[config.mk]
export PLATFORM = sky130hd
export DESIGN_NAME = serial_magnitude_comparator_flat
export DESIGN_NICKNAME = d
export VERILOG_FILES = /design/src/rtl/serial_magnitude_comparator_if.sv /design/src/rtl/serial_magnitude_comparator.sv /design/src/flat_wrapper.sv
export SDC_FILE = /design/constraint.sdc
export NUM_CORES = 1
export LEC_CHECK = 0
export ABC_CLOCK_PERIOD_IN_PS = 3500
export CAP_MARGIN = 15
export CORE_ASPECT_RATIO = 0.5
export CORE_MARGIN = 5
export CORE_UTILIZATION = 40
export DETAILED_ROUTE_END_ITERATION = 12
export HOLD_SLACK_MARGIN = 0.12
export PLACE_DENSITY = 0.73
export SETUP_SLACK_MARGIN = 0.4
export SYNTH_ARGS = -nofsm -noshare
export SYNTH_HDL_FRONTEND = slang
export SYNTH_SLANG_ARGS = --single-unit
[constraint.sdc]
create_clock -name clock -period 3.5 [get_ports clock]
set_clock_uncertainty 0.05 [all_clocks]
set_input_delay 0.7 -clock clock [delete_from_list [all_inputs] [get_ports clock]]
set_output_delay 0.7 -clock clock [all_outputs]
set_load 0.005 [all_outputs]
[src/rtl/serial_magnitude_comparator_if.sv]
// Handshake and operand bundle for serial_magnitude_comparator.
// The master drives start and the operands. The slave returns busy, done and the two-bit result.
interface serial_magnitude_comparator_if #(
   parameter int WIDTH = 8
);
   logic             start;
   logic [WIDTH-1:0] first;
   logic [WIDTH-1:0] second;
   logic             busy;
   logic             done;
   logic [1:0]       out;

   modport master (output start, output first, output second,
                   input  busy,  input  done,  input  out);
   modport slave  (input  start, input  first, input  second,
                   output busy,  output done,  output out);
endinterface

[src/rtl/serial_magnitude_comparator.sv]
// MSB-first digit-serial magnitude comparator: out 00 equal, 01 first greater, 10 second greater.
// Defining SERIAL_CMP_EARLY_EXIT_EN ends the scan on the first differing digit.
module serial_magnitude_comparator #(
   parameter int WIDTH  = 8,
   parameter int DIGIT  = 2,
   parameter int SIGNED = 0
) (
   input logic                          clock,
   input logic                          reset,
   serial_magnitude_comparator_if.slave bus
);
   localparam int N  = WIDTH / DIGIT;
   localparam int CW = $clog2(N + 1);
   localparam logic [DIGIT-1:0] MSB_MASK = DIGIT'(1) << (DIGIT - 1);

   typedef enum logic [1:0] {IDLE = 2'd0, RUN = 2'd1, DONE = 2'd2} state_t;

   state_t           state_r, state_s;
   logic [WIDTH-1:0] a_r, b_r;
   logic [CW-1:0]    cnt_r;
   logic [1:0]       dec_r, dec_s, out_r;
   logic             busy_r, done_r;
   logic [DIGIT-1:0] sa_s, sb_s;
   logic             flip_s, finish_s, accept_s;

   // Top-digit compare. In signed mode both sign bits are flipped on the first digit only,
   // which maps two's-complement order onto unsigned order.
   always_comb begin
      flip_s = (SIGNED != 0) && (cnt_r == CW'(N));
      sa_s   = a_r[WIDTH-1 -: DIGIT] ^ (flip_s ? MSB_MASK : {DIGIT{1'b0}});
      sb_s   = b_r[WIDTH-1 -: DIGIT] ^ (flip_s ? MSB_MASK : {DIGIT{1'b0}});
      if ((dec_r == 2'b00) && (sa_s != sb_s)) begin
         dec_s = (sa_s > sb_s) ? 2'b01 : 2'b10;
      end else begin
         dec_s = dec_r;
      end
`ifdef SERIAL_CMP_EARLY_EXIT_EN
      finish_s = (cnt_r == CW'(1)) || ((dec_r == 2'b00) && (sa_s != sb_s));
`else
      finish_s = (cnt_r == CW'(1));
`endif
   end

   // Next-state logic. A start is accepted from IDLE or DONE only.
   always_comb begin
      state_s  = state_r;
      accept_s = 1'b0;
      case (state_r)
         IDLE: begin
            if (bus.start) begin
               state_s  = RUN;
               accept_s = 1'b1;
            end else begin
               state_s  = IDLE;
            end
         end
         RUN: begin
            state_s = finish_s ? DONE : RUN;
         end
         DONE: begin
            if (bus.start) begin
               state_s  = RUN;
               accept_s = 1'b1;
            end else begin
               state_s  = IDLE;
            end
         end
         default: begin
            state_s = IDLE;
         end
      endcase
   end

   // State, datapath and output registers. out changes only on entry to DONE.
   always_ff @(posedge clock or posedge reset) begin
      if (reset) begin
         state_r <= IDLE;
         a_r     <= {WIDTH{1'b0}};
         b_r     <= {WIDTH{1'b0}};
         cnt_r   <= {CW{1'b0}};
         dec_r   <= 2'b00;
         out_r   <= 2'b00;
         busy_r  <= 1'b0;
         done_r  <= 1'b0;
      end else begin
         state_r <= state_s;
         busy_r  <= (state_s == RUN);
         done_r  <= (state_s == DONE);
         if (accept_s) begin
            a_r   <= bus.first;
            b_r   <= bus.second;
            cnt_r <= CW'(N);
            dec_r <= 2'b00;
         end else if (state_r == RUN) begin
            a_r   <= a_r << DIGIT;
            b_r   <= b_r << DIGIT;
            cnt_r <= cnt_r - CW'(1);
            dec_r <= dec_s;
            if (finish_s) begin
               out_r <= dec_s;
            end
         end
      end
   end

   assign bus.busy = busy_r;
   assign bus.done = done_r;
   assign bus.out  = out_r;
endmodule

[src/flat_wrapper.sv]
// flat-port wrapper written by rule: the top's interface ports become plain ports
module serial_magnitude_comparator_flat 
#(
   parameter int WIDTH  = 8,
   parameter int DIGIT  = 2,
   parameter int SIGNED = 0
)
  (clock, reset, bus_start, bus_first, bus_second, bus_busy, bus_done, bus_out);
  serial_magnitude_comparator_if #(.WIDTH(WIDTH)) bus_i ();
  input logic clock;
  input logic reset;
  input wire logic [$bits(bus_i.start)-1:0] bus_start;
  input wire logic [$bits(bus_i.first)-1:0] bus_first;
  input wire logic [$bits(bus_i.second)-1:0] bus_second;
  output wire logic [$bits(bus_i.busy)-1:0] bus_busy;
  output wire logic [$bits(bus_i.done)-1:0] bus_done;
  output wire logic [$bits(bus_i.out)-1:0] bus_out;
  assign bus_i.start = bus_start;
  assign bus_i.first = bus_first;
  assign bus_i.second = bus_second;
  assign bus_busy = bus_i.busy;
  assign bus_done = bus_i.done;
  assign bus_out = bus_i.out;
  serial_magnitude_comparator #(.WIDTH(WIDTH), .DIGIT(DIGIT), .SIGNED(SIGNED)) u_core (.clock(clock), .reset(reset), .bus(bus_i));
endmodule
==> results.yml, run 1 <==
cts:
  clk_pin_slew_ps: 90
  cts_buffer_depth: 2
  numCtsBuffers: 3
  cts_resized: 0
  clkLatencyLatePin_ps: 280
  cts_hold_buf: 0
  clockRootBuffer: "clkbuf_8"
  h-tree-depth: 1
  cts_tree: "done"
  cts_num_sinks: 27
  postCtsSetupBuffers: 0
detailed_routing:
  drt.antenna.violating_nets: 0
  drt_first_pass_iters: 4
  wl_per_cell_um: 13.7
  wirelength_um: 2420
  vias_per_cell: 5.12
  drcViolationCount: 0
  drt_iter0_markers: 67
  vias: 907
final_layout:
  fill_cells: 270
  antennaDiodeCount: 0
  drive_gt1_frac: 0.0365
  post_layout_nonfiller_instances: 177
  ff_latch_area_um2: 676
  syn_to_final_growth_pct: 22.1
  multi_input_area_um2: 467
  finalNetCount: 161
setup_path:
  crit_path_start_kind: "input pin"
  endpoint: "u_core.a_r[6]"
  critPathRequiredTime_ps: 3610
  worst_ep_arrival_time_ps: 2100
  crit_path_end_kind: "flip-flop"
  critical_path.startpoint: "bus_start"
  timing.rr.start: "u_core.state_r[1]"
  reg2reg_depth: 3
  timing.rr.end: "u_core.a_r[6]"
  cp_max_fo: 14
  r2r_setup_slack_ps: 1910
  path_class: "input pin to flip-flop"
place:
  io_buffers: 22
  placedCellCount: 173
  gp_congestion: 0.728
  dpl.hpwl_um: 1650
die:
  ios: 23
  core_um2: 2960
  die_w_um: 87.9
  die_h_um: 48.9
  start_util: 0.410
  dieArea_um2: 4300
  rows: 14
synthesis:
  synth_top_area_cell: "dfrtp_1"
  syn_area_um2: 1210
  async_reset_ff_frac: 1.00
  synth_edf_count: 0
  ys_warn_count: 0
  synth_area_leaders: "dfrtp_1 (56%), nand2_1 (5.0%), ha_1 (4.1%)"
  synthFlopType: "dfrtp_1"
  synth_top_area_share: 0.557
  yosys.cell_count.top_type: "dfrtp_1"
  synth_common_cells: "dfrtp_1 (27), nand2_1 (16), nor2_1 (10), a31oi_1 (7), inv_1 (6)"
  ys_types: 27
  synthCells: 118
  ys_seq_area_frac: 0.557
  syn-num-nets: 141
  syn_avg_cell_area_um2: 10.3
  synth_seq_cells: 27
timing:
  worst_slew_pin_slew_ps: 1010
  timing.final.crit_share: 0.567
  finalSetupViolations: 0
  fmax_mhz: 504
  slew_viol_final: 0
  tns_ps: 0
  rsz0062_at_grt: "no"
  hold_violations: 0
  max-slew-margin-rel: 0.325
  fin_crit_ps: 1980
flow_run:
  drv_cap: 0
min_path:
  hold_class: "flip-flop to flip-flop"
  hold_path_depth: 1
  hp-start: "u_core.state_r[1]"
global_route:
  antenna_found_initial: 0
  grt.overflow.total: 0
  gr-usage-all-layers: 0.123
  grt_use_met1: 0.167
  grt_use_met3: 0.0405
  grtUsageMet2: 0.193
  gr-max-usage-layer: "met2"
  grt_pass1_wl_um: 4140
  grt_max_degree: 28
  grt_pass1_vias: 849
pwr:
  irDropWorstVdd_uv: 313
  p_leak_nw: 0.660
  p_total_mw: 1.20
  powerDensity_nw_per_um2: 807
run_status:
  status: "completed"
## worst min path at each step
stage | slack [ps] | to
finish | 450 | u_core.bus.done
global route | 480 | u_core.cnt_r[1]
floorplan | 380 | u_core.bus.done
detailed placement | 420 | u_core.bus.done
CTS | 440 | u_core.bus.done
global placement | 410 | u_core.bus.done
## layout make-up
type / instances / share of cell area
timing repair buffer: 22 / 0.149
multi-input combinational: 78 / 0.315
clock buffer: 4 / 0.0304
inverter: 6 / 0.0152
sequential: 27 / 0.456
tap: 40 / 0.0338
## placed cells by master, fill, tap and decap left out, types with 4 or more instances in the layout
master / count
dfrtp_1: 27
a22oi_1: 4
o21ai_0: 5
nand2_1: 16
nand3_1: 5
ha_1: 4
a31oi_1: 7
a22o_1: 4
nor2_1: 10
clkdlybuf4s50_1: 22
inv_1: 6
## worst max-delay path: stages
cell and delay [ps]:
clkdlybuf4s50_1 470, nor2b_2 510, nor3_1 130, a221o_1 290
## where the power goes
part	switching, mW	internal [mW]	total [mW]
Combinational	0.268	0.224	0.492
Sequential	0.0780	0.445	0.523
Clock	0.0975	0.0818	0.179
Total	0.444	0.751	1.20
## kinds of logic after synthesis
family | share of synthesized area
fa+ha+maj | 0.0413
simple gates | 0.183
flops | 0.557
buf+inv | 0.0578
compound gates | 0.161
## registers in the layout, indices dropped and copies added (netlist names)
name,count
u_core.b_r,8
u_core.bus.done,1
u_core.bus.out,2
u_core.cnt_r,3
u_core.state_r,2
u_core.dec_r,2
u_core.a_r,8
u_core.bus.busy,1
## per-stage QoR
stage | hold WS, ps | area, µm² | worst slack (ps) | utilization
floorplan | 381 | 1210 | 1970 | -
global placement | 411 | 1440 | 1300 | 0.485
detailed placement | 424 | 1440 | 1270 | 0.485
CTS | 440 | 1480 | 1500 | 0.500
global route | 481 | 1480 | 1400 | 0.500
finish | 445 | 1480 | 1520 | 0.500
## routing by layer
metal  wire length (µm)  up-vias
met5                  0        -
met2               1170       16
li1                   -      449
met1               1140      440
met4                 12        0
met3                 98        2
Note: power is estimated with default switching activity, not from simulation.
==> inputs of run 2 (changes only) <==
--- a/config.mk
+++ b/config.mk
@@ -5,7 +5,7 @@
 export SDC_FILE = /design/constraint.sdc
 export NUM_CORES = 1
 export LEC_CHECK = 0
-export ABC_CLOCK_PERIOD_IN_PS = 3500
+export ABC_CLOCK_PERIOD_IN_PS = 1890
 export CAP_MARGIN = 15
 export CORE_ASPECT_RATIO = 0.5
 export CORE_MARGIN = 5
==> constraint.sdc (replaced) <==
create_clock -name clock -period 1.89 [get_ports clock]
set_clock_uncertainty 0.05 [all_clocks]
set_input_delay 0.378 -clock clock [delete_from_list [all_inputs] [get_ports clock]]
set_output_delay 0.378 -clock clock [all_outputs]
set_load 0.005 [all_outputs]
==> run 2 against run 1 <==
Against the previous run:
- first-iteration DRC count decreased by 19%
- largest cell class unchanged
- die area unchanged
- sequential cell count unchanged
- combinational power increased by 95%
- critical path type unchanged
- setup slack got worse by 990 ps
==> results.yml, run 2 (same netlist as run 1, synthesis figures left out) <==
run_status:
  status: "completed"
timing:
  hold_violations: 0
  tns_ps: 0
  fin_ws_ps: 526
  fin_crit_ps: 1360
  worst_slew_pin_slew_ps: 589
  slew_viol_final: 0
  timing.final.crit_share: 0.722
  fmax_mhz: 733
  max-slew-margin-rel: 0.607
  finalSetupViolations: 0
  rsz0062_at_grt: "no"
setup_path:
  worst_ep_arrival_time_ps: 1470
  slowest_stage: "clkdlybuf4s50_1"
  max_stage_delay_ps: 410
  cp_max_fo: 5
  path_buf_inv: 2
  path_class: "input pin to flip-flop"
  crit_path_end_kind: "flip-flop"
  critPathTopFamily: "buffers and inverters"
  crit_chain: "clkdlybuf4s50_1, nor2b_2, buf_4, a221o_1"
  crit_path_start_kind: "input pin"
  critPathRequiredTime_ps: 2000
  r2r_setup_slack_ps: 550
pwr:
  p_sw_frac: 0.369
  p_leak_nw: 0.698
  powerDensity_nw_per_um2: 1470
  power_frac_comb: 0.428
  clkPwrFrac: 0.144
  p_seq_frac: 0.428
  irDropWorstVdd_uv: 626
  switchingPower_mw: 0.829
  p_int_mw: 1.42
  p_total_mw: 2.24
min_path:
  hold_class: "input pin to asynchronous set/reset pin"
cts:
  clk_pin_slew_ps: 90
  clockRootBuffer: "clkbuf_8"
  cts_tree: "done"
  cts_num_sinks: 27
  numCtsBuffers: 3
  h-tree-depth: 1
  clkLatencyLatePin_ps: 270
  cts_buffer_depth: 2
die:
  die_w_um: 87.9
  dieArea_um2: 4300
  die_h_um: 48.9
  ios: 23
  start_util: 0.410
  rows: 14
  core_um2: 2960
global_route:
  gr-usage-all-layers: 0.119
  grt_pass1_wl_um: 4000
  grt_max_degree: 28
  grt_pass1_vias: 903
  antenna_found_initial: 0
  grt.overflow.total: 0
detailed_routing:
  vias_per_cell: 4.98
  drcViolationCount: 0
  drt_iter0_markers: 54
  dr.max_layer_used: "met4"
  wl_per_cell_um: 13.1
  drt_first_pass_iters: 4
  vias: 907
  wirelength_um: 2380
  drt.antenna.violating_nets: 0
  wl_met1_um: 1140
  met3WireLength_um: 77
  wl_met2_um: 1160
final_layout:
  multi_input_area_um2: 468
  final_common_cell: "dfrtp_1"
  ff_latch_area_um2: 676
  drive_gt1_frac: 0.0845
  syn_to_final_growth_pct: 26.0
  antennaDiodeCount: 0
  mostFrequentLayoutCells: "dfrtp_1 (27), clkdlybuf4s50_1 (18), nand2_1 (16)"
  largestRegisters: "u_core.a_r (8), u_core.b_r (8), u_core.cnt_r (3)"
  fill_cells: 286
  finalNetCount: 166
place:
  dpl.hpwl_um: 1710
  io_buffers: 22
  gp_congestion: 0.753
  place_ws_ps: 241
flow_run:
  drv_cap: 0
[run 2: changes by cell type in the layout (fill, tap and decap cells not counted), sizes merged]
cell / previous run / this run
clkbuf: 4 / 3
clkinv: 0 / 1
clkdlybuf4s50: 22 / 18
dlygate4sd2: 0 / 4
buf: 0 / 5
[run 2: path summary, 6_finish.rpt]
kind                                    from                 to  cells past startpoint
setup / recovery                   bus_start      u_core.b_r[7]                      4
hold / removal                         reset    u_core.bus.done                      3
setup reg to reg           u_core.state_r[0]      u_core.b_r[3]                      3
hold reg to reg            u_core.state_r[1]    u_core.bus.done                      1
max in group asynchronous              reset  u_core.state_r[1]                      3
min in group clock         u_core.state_r[1]    u_core.bus.done                      1
[run 2: power by group through the flow]
stage               Sequential (mW)  Clock [mW]  Combinational, mW
global placement              0.966           0              0.933
finish                        0.962       0.323              0.960
floorplan                     0.943           0              0.746
CTS                           0.962       0.331              0.966
global route                  0.995       0.352               1.11
detailed placement            0.976           0              0.971
[run 2: per-layer routing]
layer	up-vias	global-route usage
met4	0	0.0306
li1	458	-
met5	-	0
met3	2	0.0371
met1	434	0.157
met2	13	0.189
[run 2: through the flow]
step	util	area (µm²)	hold slack (ps)	instances
CTS	0.516	1530	413	182
finish	0.516	1530	405	182
global placement	0.499	1480	405	177
detailed placement	0.499	1480	424	177
global route	0.516	1530	433	182
floorplan	-	1210	381	118
[run 2: timing repair]
action / in CTS / in global routing
hold buffers: 0 / 0
buffers inserted: 1 / 0
resized for setup: 5 / 1
gates cloned: 0 / 0
setup endpoints to repair: 10 / 2
[run 2: layout make-up]
class	instances	share of cell area
Sequential cell	27	0.442
Multi-Input combinational cell	78	0.306
Timing Repair Buffer	27	0.174
Tap cell	40	0.0328
Clock buffer	3	0.0270
Inverter	6	0.0147
Clock inverter	1	0.00328
[run 2: worst register-to-register path, delay by kind of cell (launching register included)]
family	cells	cell delay, ps
AND/OR/NAND/NOR	2	590
flip-flops	1	430
AO/OA/AOI/OAI	1	200
==> inputs of run 3 (changes only) <==
--- a/config.mk
+++ b/config.mk
@@ -5,7 +5,7 @@
 export SDC_FILE = /design/constraint.sdc
 export NUM_CORES = 1
 export LEC_CHECK = 0
-export ABC_CLOCK_PERIOD_IN_PS = 1890
+export ABC_CLOCK_PERIOD_IN_PS = 1400
 export CAP_MARGIN = 15
 export CORE_ASPECT_RATIO = 0.5
 export CORE_MARGIN = 5
==> constraint.sdc (replaced) <==
create_clock -name clock -period 1.4 [get_ports clock]
set_clock_uncertainty 0.05 [all_clocks]
set_input_delay 0.28 -clock clock [delete_from_list [all_inputs] [get_ports clock]]
set_output_delay 0.28 -clock clock [all_outputs]
set_load 0.005 [all_outputs]
==> run 3 against run 2 <==
Against the previous run:
- register-to-register slack lost 440 ps
- power grew 81%
- sequential share of layout area shrank 7.7 points
- critical path type unchanged
- critical endpoint unchanged
- highest routed layer unchanged
==> results.yml, run 3 (same netlist as run 1, synthesis figures left out) <==
timing:
  finalSetupViolations: 0
  worst_slew_pin_slew_ps: 308
  slew_viol_final: 0
  hold_violations: 0
  fin_ws_ps: 102
  timing.final.crit_share: 0.927
  fmax_mhz: 770
  rsz0062_at_grt: "yes"
  fin_crit_ps: 1300
  fin_hold_ws_ps: 277
  max-slew-margin-rel: 0.792
detailed_routing:
  drt.antenna.violating_nets: 0
  vias: 1059
  drcViolationCount: 0
  drt_first_pass_iters: 4
  wl_per_cell_um: 15.4
  wirelength_um: 3110
  vias_per_cell: 5.24
  drt_iter0_markers: 58
die:
  dieArea_um2: 4300
  start_util: 0.410
  die_w_um: 87.9
  rows: 14
  die_h_um: 48.9
  ios: 23
  core_um2: 2960
cts:
  cts_num_sinks: 27
  numCtsBuffers: 3
  cts_tree: "done"
  h-tree-depth: 1
  clk_pin_slew_ps: 90
  cts_buffer_depth: 2
  clkLatencyLatePin_ps: 270
  clockRootBuffer: "clkbuf_8"
place:
  io_buffers: 22
  dpl.hpwl_um: 1990
  place_ws_ps: -184
  gp_congestion: 0.784
final_layout:
  antennaDiodeCount: 0
  finalNetCount: 186
  final_common_cell: "dfrtp_1"
  syn_to_final_growth_pct: 52.4
  fin_util: 0.624
  drive_gt1_frac: 0.383
  largestRegisters: "u_core.a_r (8), u_core.b_r (8), u_core.cnt_r (3)"
  mostFrequentLayoutCells: "dfrtp_1 (27), clkdlybuf4s50_1 (18), nand2_1 (13), buf_4 (13)"
run_status:
  status: "completed"
global_route:
  gr-usage-all-layers: 0.150
  grt.overflow.total: 0
  grt_pass1_wl_um: 4890
  antenna_found_initial: 0
  grt_max_degree: 28
  grt_pass1_vias: 1049
setup_path:
  crit_path_start_kind: "input pin"
  crit_path_end_kind: "flip-flop"
  cp_max_fo: 6
  critPathRequiredTime_ps: 1510
  worst_ep_arrival_time_ps: 1410
  r2r_setup_slack_ps: 110
  path_class: "input pin to flip-flop"
pwr:
  irDropWorstVdd_uv: 1060
  powerDensity_nw_per_um2: 2190
  p_leak_nw: 0.830
flow_run:
  drv_cap: 0
min_path:
  hold_class: "input pin to asynchronous set/reset pin"
run 3: what timing repair did:
action,CTS,global route
setup endpoints to repair,31,31
gates resized for setup,32,20
pin swaps,5,14
gates cloned,1,0
hold buffers,0,0
setup buffers,7,5
run 3: final timing paths:
path,from,endpoint,cells past startpoint
worst min register to register,u_core.b_r[3],u_core.b_r[5],2
worst max register to register,u_core.state_r[1],u_core.b_r[7],3
worst max-delay path,bus_start,u_core.b_r[7],4
max in group asynchronous,reset,u_core.a_r[1],3
worst min-delay path,reset,u_core.bus.out[0],3
min in group clock,u_core.b_r[3],u_core.b_r[5],2
run 3: critical path, stage by stage:
cell	delay, ps
clkdlybuf4s50_1	470
nor2b_4	180
buf_4	140
a221o_1	340
run 3: area by class of cell:
| class | instances | area [µm²] |
|---|---|---|
| Fill cell | 235 | 1110 |
| Sequential cell | 27 | 676 |
| Multi-Input combinational cell | 79 | 616 |
| Timing Repair Buffer | 46 | 439 |
| Tap cell | 40 | 50.0 |
| Clock buffer | 4 | 45.0 |
| Inverter | 6 | 22.5 |
run 3: report_power, final:
part	total (mW)	internal [mW]	switching (mW)
clock	0.441	0.204	0.237
sequential	1.36	1.11	0.249
combinational	2.25	1.23	1.02
total	4.05	2.55	1.51
run 3: metal layers:
metal	global-route usage	wire length, µm	share of wire
met4	0.0536	54	0.017
met5	0	0	0
met2	0.235	1540	0.50
met1	0.197	1350	0.43
met3	0.0455	164	0.053
run 3: metrics by stage:
step	instances	setup TNS [ps]	instance area [µm²]	power [mW]
after floorplan	118	0	1260	2.44
after global placement	185	-1150	1590	2.85
after detailed placement	185	-1390	1590	2.94
after CTS	197	0	1750	3.75
after global routing	202	0	1850	4.35
final	202	0	1850	4.05
